<file path="src/rtl/pwm_comp_nch_if.sv">
// rtl/pwm_comp_nch_if.sv - control inputs and gate-drive outputs of pwm_comp_nch
interface pwm_comp_nch_if #(
   parameter int WIDTH = 10,
   parameter int NCH   = 3,
   parameter int DT_W  = 6
);
   logic                  ce;
   logic [WIDTH-1:0]      period;
   logic [NCH*WIDTH-1:0]  duty;
   logic [DT_W-1:0]       dead;
   logic                  load;
   logic [NCH-1:0]        out_s;
   logic [NCH-1:0]        out_nots;
   logic                  clk_int;

   modport master (
      output ce, period, duty, dead, load,
      input  out_s, out_nots, clk_int
   );

   modport slave (
      input  ce, period, duty, dead, load,
      output out_s, out_nots, clk_int
   );
endinterface

</file>
<file path="src/rtl/pwm_comp_nch.sv">
// rtl/pwm_comp_nch.sv - multi-channel complementary PWM on a shared carrier; PWM_CENTER_ALIGNED_EN selects an up/down carrier
module pwm_comp_nch #(
   parameter int WIDTH = 10,
   parameter int NCH   = 3,
   parameter int DT_W  = 6
) (
   input  logic          clk,
   input  logic          rst_n,
   pwm_comp_nch_if.slave bus
);

   localparam logic [WIDTH-1:0] ONE    = {{(WIDTH-1){1'b0}}, 1'b1};
   localparam logic [DT_W-1:0]  DT_ONE = {{(DT_W-1){1'b0}}, 1'b1};

   logic [WIDTH-1:0]     cnt;
   logic [WIDTH-1:0]     cnt_next;
   logic                 wrap;

   logic [WIDTH-1:0]     p_act;
   logic [NCH*WIDTH-1:0] d_act;
   logic [DT_W-1:0]      t_act;
   logic [WIDTH-1:0]     p_sh;
   logic [NCH*WIDTH-1:0] d_sh;
   logic [DT_W-1:0]      t_sh;
   logic                 pending;

   logic [NCH-1:0]       ref_now;
   logic [NCH-1:0]       ref_r;
   logic [NCH-1:0]       ref_r_next;
   logic [DT_W-1:0]      dcnt      [NCH];
   logic [DT_W-1:0]      dcnt_next [NCH];
   logic [NCH-1:0]       s_next;
   logic [NCH-1:0]       nots_next;

`ifdef PWM_CENTER_ALIGNED_EN
   typedef enum logic {DIR_UP, DIR_DOWN} dir_t;
   dir_t dir;
   dir_t dir_next;

   // Carrier direction register
   always_ff @(posedge clk or negedge rst_n) begin
      if (!rst_n) begin
         dir <= DIR_UP;
      end else begin
         dir <= dir_next;
      end
   end

   // Up/down carrier: climb to P, fall back, wrap only on the step into 0
   always_comb begin
      cnt_next = cnt;
      dir_next = dir;
      wrap     = 1'b0;
      if (bus.ce) begin
         if (dir == DIR_UP && cnt < p_act) begin
            cnt_next = cnt + ONE;
         end else if (cnt <= ONE) begin
            cnt_next = '0;
            dir_next = DIR_UP;
            wrap     = 1'b1;
         end else begin
            cnt_next = cnt - ONE;
            dir_next = DIR_DOWN;
         end
      end
   end
`else
   // Sawtooth carrier: count 0..P then wrap
   always_comb begin
      cnt_next = cnt;
      wrap     = 1'b0;
      if (bus.ce) begin
         if (cnt == p_act) begin
            cnt_next = '0;
            wrap     = 1'b1;
         end else begin
            cnt_next = cnt + ONE;
         end
      end
   end
`endif

   // Carrier counter register
   always_ff @(posedge clk or negedge rst_n) begin
      if (!rst_n) begin
         cnt <= '0;
      end else begin
         cnt <= cnt_next;
      end
   end

   // Shadow capture on any load; active settings change only at the wrap
   always_ff @(posedge clk or negedge rst_n) begin
      if (!rst_n) begin
         p_act   <= '1;
         d_act   <= '0;
         t_act   <= '0;
         p_sh    <= '0;
         d_sh    <= '0;
         t_sh    <= '0;
         pending <= 1'b0;
      end else begin
         if (bus.load) begin
            p_sh <= bus.period;
            d_sh <= bus.duty;
            t_sh <= bus.dead;
         end
         if (wrap && bus.load) begin
            p_act   <= bus.period;
            d_act   <= bus.duty;
            t_act   <= bus.dead;
            pending <= 1'b0;
         end else if (wrap && pending) begin
            p_act   <= p_sh;
            d_act   <= d_sh;
            t_act   <= t_sh;
            pending <= 1'b0;
         end else if (bus.load) begin
            pending <= 1'b1;
         end
      end
   end

   // Per-channel reference, dead-time countdown and gate next-state
   always_comb begin
      ref_r_next = ref_r;
      ref_now    = '0;
      s_next     = '0;
      nots_next  = '0;
      for (int i = 0; i < NCH; i++) begin
         dcnt_next[i] = dcnt[i];
         ref_now[i]   = (cnt < d_act[i*WIDTH +: WIDTH]);
         if (bus.ce) begin
            if (ref_now[i] != ref_r[i]) begin
               ref_r_next[i] = ref_now[i];
               dcnt_next[i]  = t_act;
            end else if (dcnt[i] != '0) begin
               dcnt_next[i] = dcnt[i] - DT_ONE;
            end
         end
         s_next[i]    = ref_r_next[i]  & (dcnt_next[i] == '0);
         nots_next[i] = ~ref_r_next[i] & (dcnt_next[i] == '0);
      end
   end

   // Channel state and registered gate / strobe outputs
   always_ff @(posedge clk or negedge rst_n) begin
      if (!rst_n) begin
         ref_r        <= '0;
         bus.out_s    <= '0;
         bus.out_nots <= '0;
         bus.clk_int  <= 1'b0;
         for (int i = 0; i < NCH; i++) begin
            dcnt[i] <= '0;
         end
      end else begin
         ref_r        <= ref_r_next;
         bus.out_s    <= s_next;
         bus.out_nots <= nots_next;
         bus.clk_int  <= wrap;
         for (int i = 0; i < NCH; i++) begin
            dcnt[i] <= dcnt_next[i];
         end
      end
   end

endmodule

</file>
<file path="src/flat_wrapper.sv">
// flat-port wrapper written by rule: the top's interface ports become plain ports
module pwm_comp_nch_flat 
#(
   parameter int WIDTH = 10,
   parameter int NCH   = 3,
   parameter int DT_W  = 6
)
  (clk, rst_n, bus_ce, bus_period, bus_duty, bus_dead, bus_load, bus_out_s, bus_out_nots, bus_clk_int);
  pwm_comp_nch_if #(.WIDTH(WIDTH), .NCH(NCH), .DT_W(DT_W)) bus_i ();
  input  logic clk;
  input  logic rst_n;
  input wire logic [$bits(bus_i.ce)-1:0] bus_ce;
  input wire logic [$bits(bus_i.period)-1:0] bus_period;
  input wire logic [$bits(bus_i.duty)-1:0] bus_duty;
  input wire logic [$bits(bus_i.dead)-1:0] bus_dead;
  input wire logic [$bits(bus_i.load)-1:0] bus_load;
  output wire logic [$bits(bus_i.out_s)-1:0] bus_out_s;
  output wire logic [$bits(bus_i.out_nots)-1:0] bus_out_nots;
  output wire logic [$bits(bus_i.clk_int)-1:0] bus_clk_int;
  assign bus_i.ce = bus_ce;
  assign bus_i.period = bus_period;
  assign bus_i.duty = bus_duty;
  assign bus_i.dead = bus_dead;
  assign bus_i.load = bus_load;
  assign bus_out_s = bus_i.out_s;
  assign bus_out_nots = bus_i.out_nots;
  assign bus_clk_int = bus_i.clk_int;
  pwm_comp_nch #(.WIDTH(WIDTH), .NCH(NCH), .DT_W(DT_W)) u_core (.clk(clk), .rst_n(rst_n), .bus(bus_i));
endmodule
</file>
<file path="config.mk">
export PLATFORM = sky130hd
export DESIGN_NAME = pwm_comp_nch_flat
export DESIGN_NICKNAME = d
export VERILOG_FILES = /design/src/rtl/pwm_comp_nch_if.sv /design/src/rtl/pwm_comp_nch.sv /design/src/flat_wrapper.sv
export SDC_FILE = /design/constraint.sdc
export NUM_CORES = 1
export LEC_CHECK = 0
export BUFFER_PORTS_ARGS = -buffer_cell sky130_fd_sc_hd__buf_2
export CORE_MARGIN = 2
export CORE_UTILIZATION = 55
export CTS_BUF_LIST = sky130_fd_sc_hd__clkbuf_2
export DETAILED_ROUTE_END_ITERATION = 8
export PLACE_DENSITY = 0.76
export SLEW_MARGIN = 20
export SYNTH_ARGS = -nofsm -noshare
export SYNTH_HDL_FRONTEND = slang
export SYNTH_SLANG_ARGS = --single-unit
export TNS_END_PERCENT = 30
</file>
<file path="constraint.sdc">
create_clock -name clk -period 5.11 [get_ports clk]
set_input_delay 0.2555 -clock clk [delete_from_list [all_inputs] [get_ports clk]]
set_output_delay 0.2555 -clock clk [all_outputs]
set_load 0.005 [all_outputs]
</file>
==> Yosys cells after proc, flatten, opt, wreduce, memory -nomap -nowiden <==
Index checks and enable logic that the tools add are counted.
{ "totals": {"register_bits": 131, "out_inout_bits": 7, "wordCells": 72} }
{ "classes": {"addsub": 4, "magnitude_cmp": 3, "n_eq_ne": 4, "mux": 27, "n_bitwise": 9, "n_reduce_logical": 10} }
{ "ops": {"columns": ["operator", "count"], "rows": [
  ["$mux W6", 11],
  ["$mux W30", 2],
  ["$lt A10 B10 Y1", 3],
  ["$mux W10", 3],
  ["$logic_not A6 Y1", 3],
  ["$reduce_bool A6 Y1", 3],
  ["$sub A6 B1 Y6 const B", 3],
  ["$mux W1", 11],
  ["$add A10 B1 Y10 const B", 1],
  ["$eq A10 B10 Y1", 1],
  ["$and A1 B1 Y1", 6],
  ["$ne A1 B1 Y1", 3],
  ["$not A1 Y1", 3],
  ["$reduce_bool A3 Y1", 1],
  ["$logic_and A1 B1 Y1", 2],
  ["$reduce_bool A2 Y1", 1]
]} }

==> Logic depth before layout (Yosys ltp) <==
{ "logic_depth": {"ltp_word": 6, "mapped_depth": 11} }

==> Worst setup path after synthesis <==
Ideal clock, no wire load.
{ "synth_path": {"kind": "register to register", "start": "reg u_core.cnt[9]", "end": "reg u_core.bus.out_s[1]", "setup_ns": 0.080, "t_arrival_ns": 2.736, "path_slack_ns": 2.294, "path_stages_with_launch": 9, "synth_period_minus_slack_ns": 2.816, "cell_sequence": "dfrtp_1 > ha_1 > nand4_1 > o311ai_1 > nor3_2 > or2_4 > a221o_1 > or4b_4 > nor3b_2"} }
{ "synth_rtl": {"columns": ["element", "line", "text"], "rows": [
  ["start, declared", "pwm_comp_nch.sv:15", "logic [WIDTH-1:0] cnt;"],
  ["start signal, assigned", "pwm_comp_nch.sv:88", "cnt <= cnt_next;"],
  ["end signal, assigned", "pwm_comp_nch.sv:158", "bus.out_s <= s_next;"],
  ["end, declared", "pwm_comp_nch_if.sv:23", "output out_s, out_nots, clk_int"]
]} }

==> Final worst setup path <==
{ "layout_path": {"start": "reg u_core.cnt[4]", "end": "reg u_core.d_act[16]"} }
{ "layout_between": {"elab_chain_len": 5} }
{ "layout_lines": {"columns": ["element", "line", "text"], "rows": [
  ["$eq A10 B10 Y1 (*)", "pwm_comp_nch.sv:73", "if (cnt == p_act) begin"],
  ["$mux W1 (*)", "pwm_comp_nch.sv:73", null],
  ["$mux W1 (*)", "pwm_comp_nch.sv:72", "if (bus.ce) begin"],
  ["$logic_and A1 B1 Y1, on equally long branches", "pwm_comp_nch.sv:108, pwm_comp_nch.sv:113", null],
  ["$mux W30 / $reduce_bool A2 Y1 (equally long branches)", null, null],
  ["end signal, assigned", "pwm_comp_nch.sv:110", "d_act <= bus.duty;"],
  ["end signal, assigned", "pwm_comp_nch.sv:115", "d_act <= d_sh;"],
  ["end, declared", "pwm_comp_nch.sv:20", "logic [NCH*WIDTH-1:0] d_act;"]
]} }
Every way passes the cells marked *; elsewhere a longest branch is shown, timed or not.
A chain may end at the register's enable or synchronous reset.

==> results.json <==
{
  "avgSynthCellArea_um2": 10.6,
  "grt_pass1_wl_um": 23900,
  "grt_usage_pct": 23.5,
  "die_h_um": 114,
  "drc": 0,
  "crit_path_end": "u_core.d_act[16]$_DFFE_PN0N_",
  "syn_area_mm2": 0.00662,
  "worstSetupPathType": "register to register",
  "synthCells": 627,
  "powerDensity_mw_per_mm2": 436,
  "critPathLaunch": "u_core.cnt[4]$_DFFE_PN0P_",
  "final_max_slew_viol_count": 0,
  "first_pass_iters": 5,
  "synth_edf_count": 0,
  "nFillCells": 902,
  "initial_core_util_pct": 55.8,
  "r2r-end": "u_core.d_act[16]$_DFFE_PN0N_",
  "multiInputGateArea_mm2": 0.00304,
  "fin_skew_ns": 0.0171,
  "die_area_mm2": 0.0129,
  "vias": 4980,
  "hp-class": "input port to asynchronous set/reset pin",
  "ys_types": 58,
  "antenna_found_initial": 0,
  "final_nets": 817,
  "outcome": "finished clean",
  "initialDrtViolationCount": 323,
  "synthFlopType": "dfrtp_1",
  "clock_latency_ns": 0.70,
  "yosys_warnings": 0,
  "finalSetupViolations": 0,
  "area_growth_pct": 17.9,
  "cts_tree": "done",
  "die_w_um": 114,
  "startpoint_type": "register",
  "layout_common_cells": "dfrtp_1 (121), nand2_1 (60), buf_2 (55)",
  "fmax_mhz": 296,
  "numPortBuffers": 56,
  "cp_max_fo": 36,
  "synth_nets": 711,
  "final_common_cell": "dfrtp_1",
  "core-area_mm2": 0.0119,
  "postSynth.asyncResetShare_pct": 100,
  "cts_resized": 0,
  "finalCriticalPeriod_ns": 3.38,
  "ys_ff_latch": 131,
  "hpwl_um": 9870,
  "cts.sinks": 131,
  "holdWs_ns": 0.191,
  "grt_max_degree": 78,
  "reg2reg_slack_ns": 1.73,
  "rsz0062_at_grt": "false",
  "ir_drop_uv": 280,
  "path_clk_slew_ns": 0.19,
  "end_kind": "register",
  "viasPerCell": 5.58,
  "worst_pin_slew_ns": 0.946,
  "antennaDiodeCount": 0,
  "r2r-start": "u_core.cnt[4]$_DFFE_PN0P_",
  "post_drt_wl_per_cell_um": 15.9,
  "place_congestion": 0.827,
  "worst_slew_margin_rel_pct": 36.9,
  "p_leak_nw": 3.66,
  "ctsLongestPathBuffers": 2,
  "seqCellArea_mm2": 0.00329,
  "wl_um": 14200,
  "power.total_mw": 3.40,
  "cts.htree.levels": 4,
  "hold_violations": 0,
  "tns_ns": 0,
  "drive_above_1_share_pct": 22.4,
  "grt_pass1_vias": 5131,
  "arrival_ns": 4.01,
  "reg2reg_depth": 8,
  "root_buffer": "clkbuf_2",
  "min_period_over_period_pct": 66.2,
  "yosysSeqAreaShare_pct": 49.7,
  "cts_made_buffers": 17,
  "drv_cap": 0,
  "ant_nets": 0,
  "ioPinCount": 57,
  "grt_overflow": 0,
  "fp-row-count": 40,
  "crit_required_ns": 5.74
}
[synthesized netlist by cell type, types with 5 or more instances]
cell | n | area share [%]
a41oi_1 | 5 | 0.66
clkbuf_1 | 16 | 0.91
xnor2_1 | 11 | 1.5
o31ai_1 | 5 | 0.57
nand2b_1 | 8 | 0.76
mux2_2 | 54 | 9.2
mux2i_1 | 19 | 2.9
nand3_1 | 17 | 1.3
dfstp_2 | 10 | 4.0
nand4_1 | 9 | 0.85
nor3_1 | 15 | 1.1
nor2b_1 | 6 | 0.57
a21oi_1 | 26 | 2.0
nor2_1 | 35 | 2.0
o21ai_0 | 43 | 3.3
ha_1 | 34 | 6.4
nor4_1 | 5 | 0.47
a211oi_1 | 7 | 0.79
nand2_1 | 60 | 3.4
dfrtp_1 | 121 | 46
inv_1 | 51 | 2.9
[report_power, final]
| part | switching (mW) | total (mW) | internal [mW] |
|---|---|---|---|
| logic | 0.599 | 1.11 | 0.513 |
| clock network | 0.386 | 0.702 | 0.316 |
| registers | 0.240 | 1.59 | 1.35 |
[critical path: stages (launching register included)]
cell and delay, ns:
dfrtp_1 0.55, xnor2_1 0.22, nand4_1 0.11, nor4_1 0.71
and2_1 0.46, nor2b_4 0.73, buf_4 0.36, nand2_1 0.07
o21ai_0 0.07
[worst min path at each step]
stage | endpoint | start | cells past startpoint
final | u_core.d_sh[7]$_DFFE_PN0P_ | rst_n | 3
after CTS | u_core.d_sh[7]$_DFFE_PN0P_ | rst_n | 3
after floorplan | u_core.bus.clk_int$_DFF_PN0_ | rst_n | 0
after detailed placement | u_core.d_sh[7]$_DFFE_PN0P_ | rst_n | 2
after global placement | u_core.d_sh[7]$_DFFE_PN0P_ | rst_n | 2
after global routing | u_core.d_act[19]$_DFFE_PN0N_ | rst_n | 3
[routing by layer]
layer | global-route usage [%] | up-vias | wire length [um]
met5 | 0 | - | 0
met3 | 5.31 | 30 | 602
met2 | 38.6 | 134 | 6870
li1 | - | 2422 | -
met4 | 9.43 | 0 | 353
met1 | 30.6 | 2394 | 6410
[flip-flops by register name (all words and copies together) (netlist names)]
name and cells:
u_core.d_act 30, u_core.d_sh 30, u_core.dcnt 18, u_core.cnt 10
u_core.p_act 10, u_core.p_sh 10, u_core.t_act 6, u_core.t_sh 6
u_core.bus.out_nots 3, u_core.bus.out_s 3, u_core.ref_r 3, u_core.bus.clk_int 1
u_core.pending 1
[cells by family after synthesis]
| logic type | Yosys count | share of synthesized area (%) |
|---|---|---|
| adders and majority gates | 34 | 6.43 |
| DFF | 131 | 49.7 |
| xor gates and xnor gates | 15 | 1.99 |
| muxes | 73 | 12.1 |
| AOI/OAI and AO/OA | 120 | 11.9 |
| and+or+nand+nor | 179 | 13.4 |
| buffers and inverters | 75 | 4.42 |
[cell type report]
cell class              count  area share (%)
multi-input cells         421            39.0
inverters                  51            2.45
clock inverters            15            2.44
repair buffers            111            10.5
well taps                 147            2.36
flip-flops and latches    131            42.2
clock buffers              17            1.09
[what timing repair did]
item                      CTS  global route
hold buffers               49             0
hold endpoints to repair  215             0
buffers inserted            0             0
[through the flow]
stage	worst slack [ns]	cells	util (%)	cell area, um2
5_1_grt	1.39	893	65.8	7800
2_1_floorplan	2.29	627	-	6620
3_3_place_gp	1.91	812	59.3	7040
4_1_cts	1.73	893	65.8	7800
3_5_place_dp	1.76	812	59.3	7040
6_report	1.73	893	65.8	7800
(Power assumes the default switching activity.)
